### config.mk
export PLATFORM = sky130hd
export DESIGN_NAME = vend_txn_ctrl
export DESIGN_NICKNAME = d
export VERILOG_FILES = /design/src/rtl/vend_pkg.sv /design/src/rtl/vend_change_sel.sv /design/src/rtl/vend_txn_ctrl.sv
export SDC_FILE = /design/constraint.sdc
export NUM_CORES = 1
export LEC_CHECK = 0
export ABC_AREA = 1
export CAP_MARGIN = 20
export CORE_MARGIN = 4
export CORE_UTILIZATION = 50
export CTS_CLUSTER_DIAMETER = 30
export DETAILED_ROUTE_END_ITERATION = 12
export GPL_TIMING_DRIVEN = 1
export PLACE_DENSITY = 0.73
export SLEW_MARGIN = 5
export SYNTH_ARGS = -nofsm -noshare
export SYNTH_HDL_FRONTEND = slang
export SYNTH_SLANG_ARGS = --single-unit
### constraint.sdc
create_clock -name clk -period 3.6 [get_ports clk]
set_clock_uncertainty 0.05 [all_clocks]
set_input_delay 1.08 -clock clk [delete_from_list [all_inputs] [get_ports clk]]
set_output_delay 1.08 -clock clk [all_outputs]
set_load 0.02 [all_outputs]
### src/rtl/vend_pkg.sv
// Shared coin encodings, coin-to-units conversion and controller state type
// for the vending transaction controller.
package vend_pkg;

  localparam logic [1:0] COIN_NONE = 2'b00;
  localparam logic [1:0] COIN_5    = 2'b01;
  localparam logic [1:0] COIN_10   = 2'b10;
  localparam logic [1:0] COIN_25   = 2'b11;

  typedef enum logic [1:0] {
    IDLE     = 2'b00,
    CREDIT   = 2'b01,
    DISPENSE = 2'b10,
    CHANGE   = 2'b11
  } vend_state_e;

  function automatic logic [4:0] coin_value(input logic [1:0] code);
    case (code)
      COIN_5:  coin_value = 5'd5;
      COIN_10: coin_value = 5'd10;
      COIN_25: coin_value = 5'd25;
      default: coin_value = 5'd0;
    endcase
  endfunction

endpackage

### src/rtl/vend_change_sel.sv
// Greedy change selector: picks the largest coin (25, 10, 5) not exceeding
// the given credit, returning its code and value in units.
module vend_change_sel
  import vend_pkg::*;
#(
  parameter int CREDIT_W = 8
) (
  input  logic [CREDIT_W-1:0] i_credit,
  output logic [1:0]          o_coin,
  output logic [4:0]          o_value
);

  // Largest denomination that still fits in the remaining credit
  always_comb begin
    o_coin  = COIN_NONE;
    o_value = 5'd0;
    if (i_credit >= CREDIT_W'(25)) begin
      o_coin  = COIN_25;
      o_value = 5'd25;
    end else if (i_credit >= CREDIT_W'(10)) begin
      o_coin  = COIN_10;
      o_value = 5'd10;
    end else if (i_credit >= CREDIT_W'(5)) begin
      o_coin  = COIN_5;
      o_value = 5'd5;
    end else begin
      o_coin  = COIN_NONE;
      o_value = 5'd0;
    end
  end

endmodule

### src/rtl/vend_txn_ctrl.sv
// Vend transaction controller: credit accumulation, selection, dispense handshake
// and greedy change payout. Idle auto-refund is built only with VEND_TIMEOUT_EN.
module vend_txn_ctrl
  import vend_pkg::*;
#(
  parameter int PRICE       = 30,
  parameter int MAX_CREDIT  = 100,
  parameter int CREDIT_W    = 8,
  parameter int TIMEOUT_CYC = 1000
) (
  input  logic                clk,
  input  logic                rst_n,
  input  logic                coin_valid,
  input  logic [1:0]          coin,
  output logic                coin_accept,
  output logic                coin_reject,
  input  logic                sel,
  output logic                sel_nak,
  input  logic                cancel,
  output logic                disp_req,
  input  logic                disp_ack,
  output logic                chg_valid,
  output logic [1:0]          chg_coin,
  input  logic                chg_ready,
  output logic [CREDIT_W-1:0] credit,
  output logic                busy
);

  if (PRICE > MAX_CREDIT || TIMEOUT_CYC < 1 || MAX_CREDIT >= (1 << CREDIT_W)) begin : g_param_chk
    $error("vend_txn_ctrl: inconsistent PRICE/MAX_CREDIT/CREDIT_W/TIMEOUT_CYC");
  end

  vend_state_e         r_state;
  logic [CREDIT_W-1:0] r_credit;
  logic                r_coin_accept, r_coin_reject, r_sel_nak;
  logic                r_disp_req, r_chg_valid, r_busy;
  logic [1:0]          r_chg_coin;
  logic [4:0]          r_chg_val;

  vend_state_e         w_state_nxt;
  logic [CREDIT_W-1:0] w_credit_nxt;
  logic                w_coin_acc, w_coin_rej, w_sel_nak;
  logic [4:0]          w_coin_val;
  logic [CREDIT_W:0]   w_sum;
  logic                w_coin_ok;
  logic [1:0]          w_sel_coin;
  logic [4:0]          w_sel_val;

`ifdef VEND_TIMEOUT_EN
  localparam int TMO_W = $clog2(TIMEOUT_CYC + 1);
  logic [TMO_W-1:0] r_tmo_cnt;
`endif

  assign w_coin_val = coin_value(coin);
  assign w_sum      = {1'b0, r_credit} + (CREDIT_W + 1)'(w_coin_val);
  assign w_coin_ok  = coin_valid && (coin != COIN_NONE) && (w_sum <= (CREDIT_W + 1)'(MAX_CREDIT));

  // Change coin for the next cycle is chosen from the post-edge credit so it registers with it
  vend_change_sel #(.CREDIT_W(CREDIT_W)) u_chg_sel (
    .i_credit (w_credit_nxt),
    .o_coin   (w_sel_coin),
    .o_value  (w_sel_val)
  );

  // Next state/credit and the event pulses; priority is cancel > successful sel > coin
  always_comb begin
    w_state_nxt  = r_state;
    w_credit_nxt = r_credit;
    w_coin_acc   = 1'b0;
    w_coin_rej   = 1'b0;
    w_sel_nak    = 1'b0;
    case (r_state)
      IDLE, CREDIT: begin
        if (cancel) begin
          w_coin_rej  = coin_valid;
          w_state_nxt = (r_state == CREDIT) ? CHANGE : r_state;
        end else if (sel && (r_credit >= CREDIT_W'(PRICE))) begin
          w_coin_rej   = coin_valid;
          w_credit_nxt = r_credit - CREDIT_W'(PRICE);
          w_state_nxt  = DISPENSE;
        end else begin
          w_sel_nak = sel;
          if (w_coin_ok) begin
            w_coin_acc   = 1'b1;
            w_credit_nxt = w_sum[CREDIT_W-1:0];
          end else begin
            w_coin_rej = coin_valid;
          end
          w_state_nxt = (w_credit_nxt != {CREDIT_W{1'b0}}) ? CREDIT : IDLE;
`ifdef VEND_TIMEOUT_EN
          w_state_nxt = (r_state == CREDIT && !coin_valid && !sel &&
                         r_tmo_cnt == TMO_W'(TIMEOUT_CYC - 1)) ? CHANGE : w_state_nxt;
`endif
        end
      end
      DISPENSE: begin
        w_coin_rej = coin_valid;
        if (disp_ack) begin
          w_state_nxt = (r_credit != {CREDIT_W{1'b0}}) ? CHANGE : IDLE;
        end else begin
          w_state_nxt = DISPENSE;
        end
      end
      CHANGE: begin
        w_coin_rej = coin_valid;
        if (r_chg_valid && chg_ready) begin
          w_credit_nxt = r_credit - CREDIT_W'(r_chg_val);
          w_state_nxt  = (w_credit_nxt == {CREDIT_W{1'b0}}) ? IDLE : CHANGE;
        end else begin
          w_state_nxt = CHANGE;
        end
      end
      default: begin
        w_state_nxt  = IDLE;
        w_credit_nxt = {CREDIT_W{1'b0}};
      end
    endcase
  end

  // State, credit and all registered outputs
  always_ff @(posedge clk or negedge rst_n) begin
    if (!rst_n) begin
      r_state       <= IDLE;
      r_credit      <= {CREDIT_W{1'b0}};
      r_coin_accept <= 1'b0;
      r_coin_reject <= 1'b0;
      r_sel_nak     <= 1'b0;
      r_disp_req    <= 1'b0;
      r_chg_valid   <= 1'b0;
      r_chg_coin    <= COIN_NONE;
      r_chg_val     <= 5'd0;
      r_busy        <= 1'b0;
    end else begin
      r_state       <= w_state_nxt;
      r_credit      <= w_credit_nxt;
      r_coin_accept <= w_coin_acc;
      r_coin_reject <= w_coin_rej;
      r_sel_nak     <= w_sel_nak;
      r_disp_req    <= (w_state_nxt == DISPENSE);
      r_chg_valid   <= (w_state_nxt == CHANGE);
      r_chg_coin    <= (w_state_nxt == CHANGE) ? w_sel_coin : COIN_NONE;
      r_chg_val     <= (w_state_nxt == CHANGE) ? w_sel_val : 5'd0;
      r_busy        <= (w_state_nxt == DISPENSE) || (w_state_nxt == CHANGE);
    end
  end

`ifdef VEND_TIMEOUT_EN
  // Idle-cycle counter: only advances across quiet cycles that stay in CREDIT
  always_ff @(posedge clk or negedge rst_n) begin
    if (!rst_n) begin
      r_tmo_cnt <= {TMO_W{1'b0}};
    end else if (r_state == CREDIT && w_state_nxt == CREDIT && !coin_valid && !sel && !cancel) begin
      r_tmo_cnt <= r_tmo_cnt + TMO_W'(1);
    end else begin
      r_tmo_cnt <= {TMO_W{1'b0}};
    end
  end
`endif

  assign coin_accept = r_coin_accept;
  assign coin_reject = r_coin_reject;
  assign sel_nak     = r_sel_nak;
  assign disp_req    = r_disp_req;
  assign chg_valid   = r_chg_valid;
  assign chg_coin    = r_chg_coin;
  assign credit      = r_credit;
  assign busy        = r_busy;

endmodule

==> metrics.txt <==
ratio of cells with drive above 1 in the final layout 0.223; Iteration-0 DRC Markers 206; type of the worst setup path in -> reg; met2 wire len 2.95 mm; Worst R2R Start credit[0]; fin crit period 3.38 ns; total power 2.79 mW; synthesized area per cell 6.48 µm²; peak supply drop 0.570 mV; max-slew violations 0; Final GP Congestion 0.917; wire per inst 14.6 µm; DRC violation count after routing 0; min-delay worst type reg -> reg; Layout area overhead 31.0%; detailed placement HPWL 4.53 mm; pwr/cell area 1010 mW/mm²; Sequential Area 500 µm²; synth unique cells 38; period utilisation layout 0.939; CTS tree yes; Max Root-Sink Buffers 2; CP arrival 3.54 ns; crit path launch type input port; YS warnings 0; WL final 6.18 mm; Final nets 395; pin slew with the least headroom to its limit 0.874 ns; first-pass iteration count of the detailed router 5; Port-buffer cells 24; synthesized area 0.00210 mm²; DR top layer met4; CP Data Required Time 3.76 ns; fin area 0.00275 mm²; Final WS setup 0.219 ns; Starting Density 0.521; Die W 72.8 µm; leakage power 1.43 nW; total grt overflow 0; hold path start r_state[1]; most common cell after layout, fill and taps aside nand2_1; Max transition margin 0.415; placed insts 412; Area after DPL 0.00251 mm²; Multi-input gate area 0.00149 mm²; antenna fix cells 0; Place WS -0.507 ns; Cell Rows 23; sequential area share after synthesis 0.238; first-pass GRT wire length 10.0 mm; run status finished, final reports clean; H-tree depth 1; Ports 25; Die Y 72.8 µm; utilization after layout 0.683; vias in the first global route 2207; via count 2344; Yosys reg bits 20; Max-cap violations 0; Top FF cell, synth dfrtp_1; fraction of registers with async set/reset 1.00; antenna violations before repair 0; Final ANT Viol Nets 0; synthesized net count 346; CP startpoint coin[1]; met3 wire len 464 µm; EDFF count, synth 0; Crit Path Max Fanout 5; Clock Latency Late Sink 0.27 ns; Clock Sinks 20; clock edge transition at the registers on the reported setup and hold paths 0.07 ns; final setup fails 0; Cells after Synth 324; Fill cells 357; final hold slack 0.719 ns; DR vias/cell 5.55; wl on met1 2.56 mm; global-route usage over all layers 0.244; Fmax achieved 296 MHz; setup_tns 0 ns; full die area 0.00530 mm²; Core Region 0.00403 mm²; crit end category flip-flop; most frequent cells in the layout nand2_1 (87), inv_1 (46), nand3_1 (27); largest net degree at the start of global routing 21; final hold viol count 0; Clock Root Buffer clkbuf_8; # hold bufs at CTS 0; TritonCTS Buffers 3; non-filler instance count after layout 422
## where the power goes
part           total (mW)  internal (mW)  switching (mW)
clock network       0.227          0.149          0.0782
logic                2.08          0.858            1.23
registers           0.475          0.314           0.162
total                2.79           1.32            1.47
## flip-flops by register name (all words and copies together), names as in the netlist
register	count
credit	8
disp_req	1
coin_accept	1
sel_nak	1
r_chg_val	5
chg_valid	1
coin_reject	1
r_state	2
## critical path: stages
cell             delay, ns
clkdlybuf4s15_1       0.20
buf_6                 0.14
nor2_4                0.11
ha_4                  0.21
buf_4                 0.14
nand2_1               0.07
nand2_2               0.06
nand3_1               0.09
nand4_2               0.19
nor2_8                0.24
nand2_4               0.10
nand2_2               0.08
nand2_1               0.06
nand2_1               0.08
nand2_1               0.07
nand2_1               0.08
nand2_2               0.09
o21ai_2               0.13
nand2_1               0.09
nor2_1                0.09
nand2_1               0.07
nand2_1               0.06
## final cells by class
cell class,count,share of cell area
Clock buffer,3,0.0150
Clock inverter,1,0.0109
Inverter,51,0.0695
Multi-Input combinational cell,247,0.542
Sequential cell,20,0.182
Tap cell,50,0.0227
Timing Repair Buffer,50,0.158
## repair_timing
item	4_1_cts	5_1_grt
endpoints found under the setup margin	8	7
gates resized for setup	19	17
hold endpoints to repair	0	0
buffers inserted	2	1
gates cloned	2	1
pin swaps	12	16
## cells by family (layout without fill, tap and decap cells)
kind of cell	Yosys count	count (layout)	share of synthesized area
and+or+nand+nor	182	185	0.407
adders and majority gates	13	13	0.0846
DFF	20	20	0.238
xor gates and xnor gates	9	9	0.0375
AOI/OAI and AO/OA	40	40	0.113
buffers and inverters	60	105	0.120
## final timing paths
kind	slack, ns	cells past startpoint	end
worst max register to register	0.69	13	r_chg_val[1]
worst min-delay path	0.72	1	coin_accept
max in group asynchronous	1.71	1	credit[0]
worst min register to register	0.72	1	coin_accept
min in group asynchronous	1.26	1	credit[6]
worst max-delay path	0.22	22	r_chg_val[0]
## synthesized netlist by cell type (2+ instances only)
| cell type | n | share of area |
|---|---|---|
| or2_4 | 2 | 0.0083 |
| inv_1 | 49 | 0.088 |
| buf_4 | 3 | 0.011 |
| nand3b_1 | 2 | 0.0071 |
| ha_1 | 11 | 0.066 |
| fa_1 | 2 | 0.019 |
| nand4_1 | 5 | 0.015 |
| buf_6 | 2 | 0.011 |
| nor3_1 | 2 | 0.0048 |
| nand2_4 | 2 | 0.011 |
| clkbuf_1 | 3 | 0.0054 |
| nand2_2 | 8 | 0.024 |
| nand3_2 | 3 | 0.014 |
| nand2_1 | 96 | 0.17 |
| a21oi_2 | 2 | 0.0083 |
| dfrtp_1 | 20 | 0.24 |
| o21ai_0 | 8 | 0.019 |
| a21oi_1 | 16 | 0.038 |
| nor2_1 | 26 | 0.046 |
| nand3_1 | 30 | 0.071 |
| o22ai_1 | 4 | 0.012 |
| a22oi_1 | 2 | 0.0071 |
| xor2_1 | 8 | 0.033 |
| o21ai_1 | 4 | 0.0095 |
## metal layers
metal	global-route usage	vias to the layer above
met2	0.392	134
met3	0.0331	27
met1	0.330	1047
li1	-	1136
met5	0	-
met4	0.100	0
(Power assumes the default switching activity.)
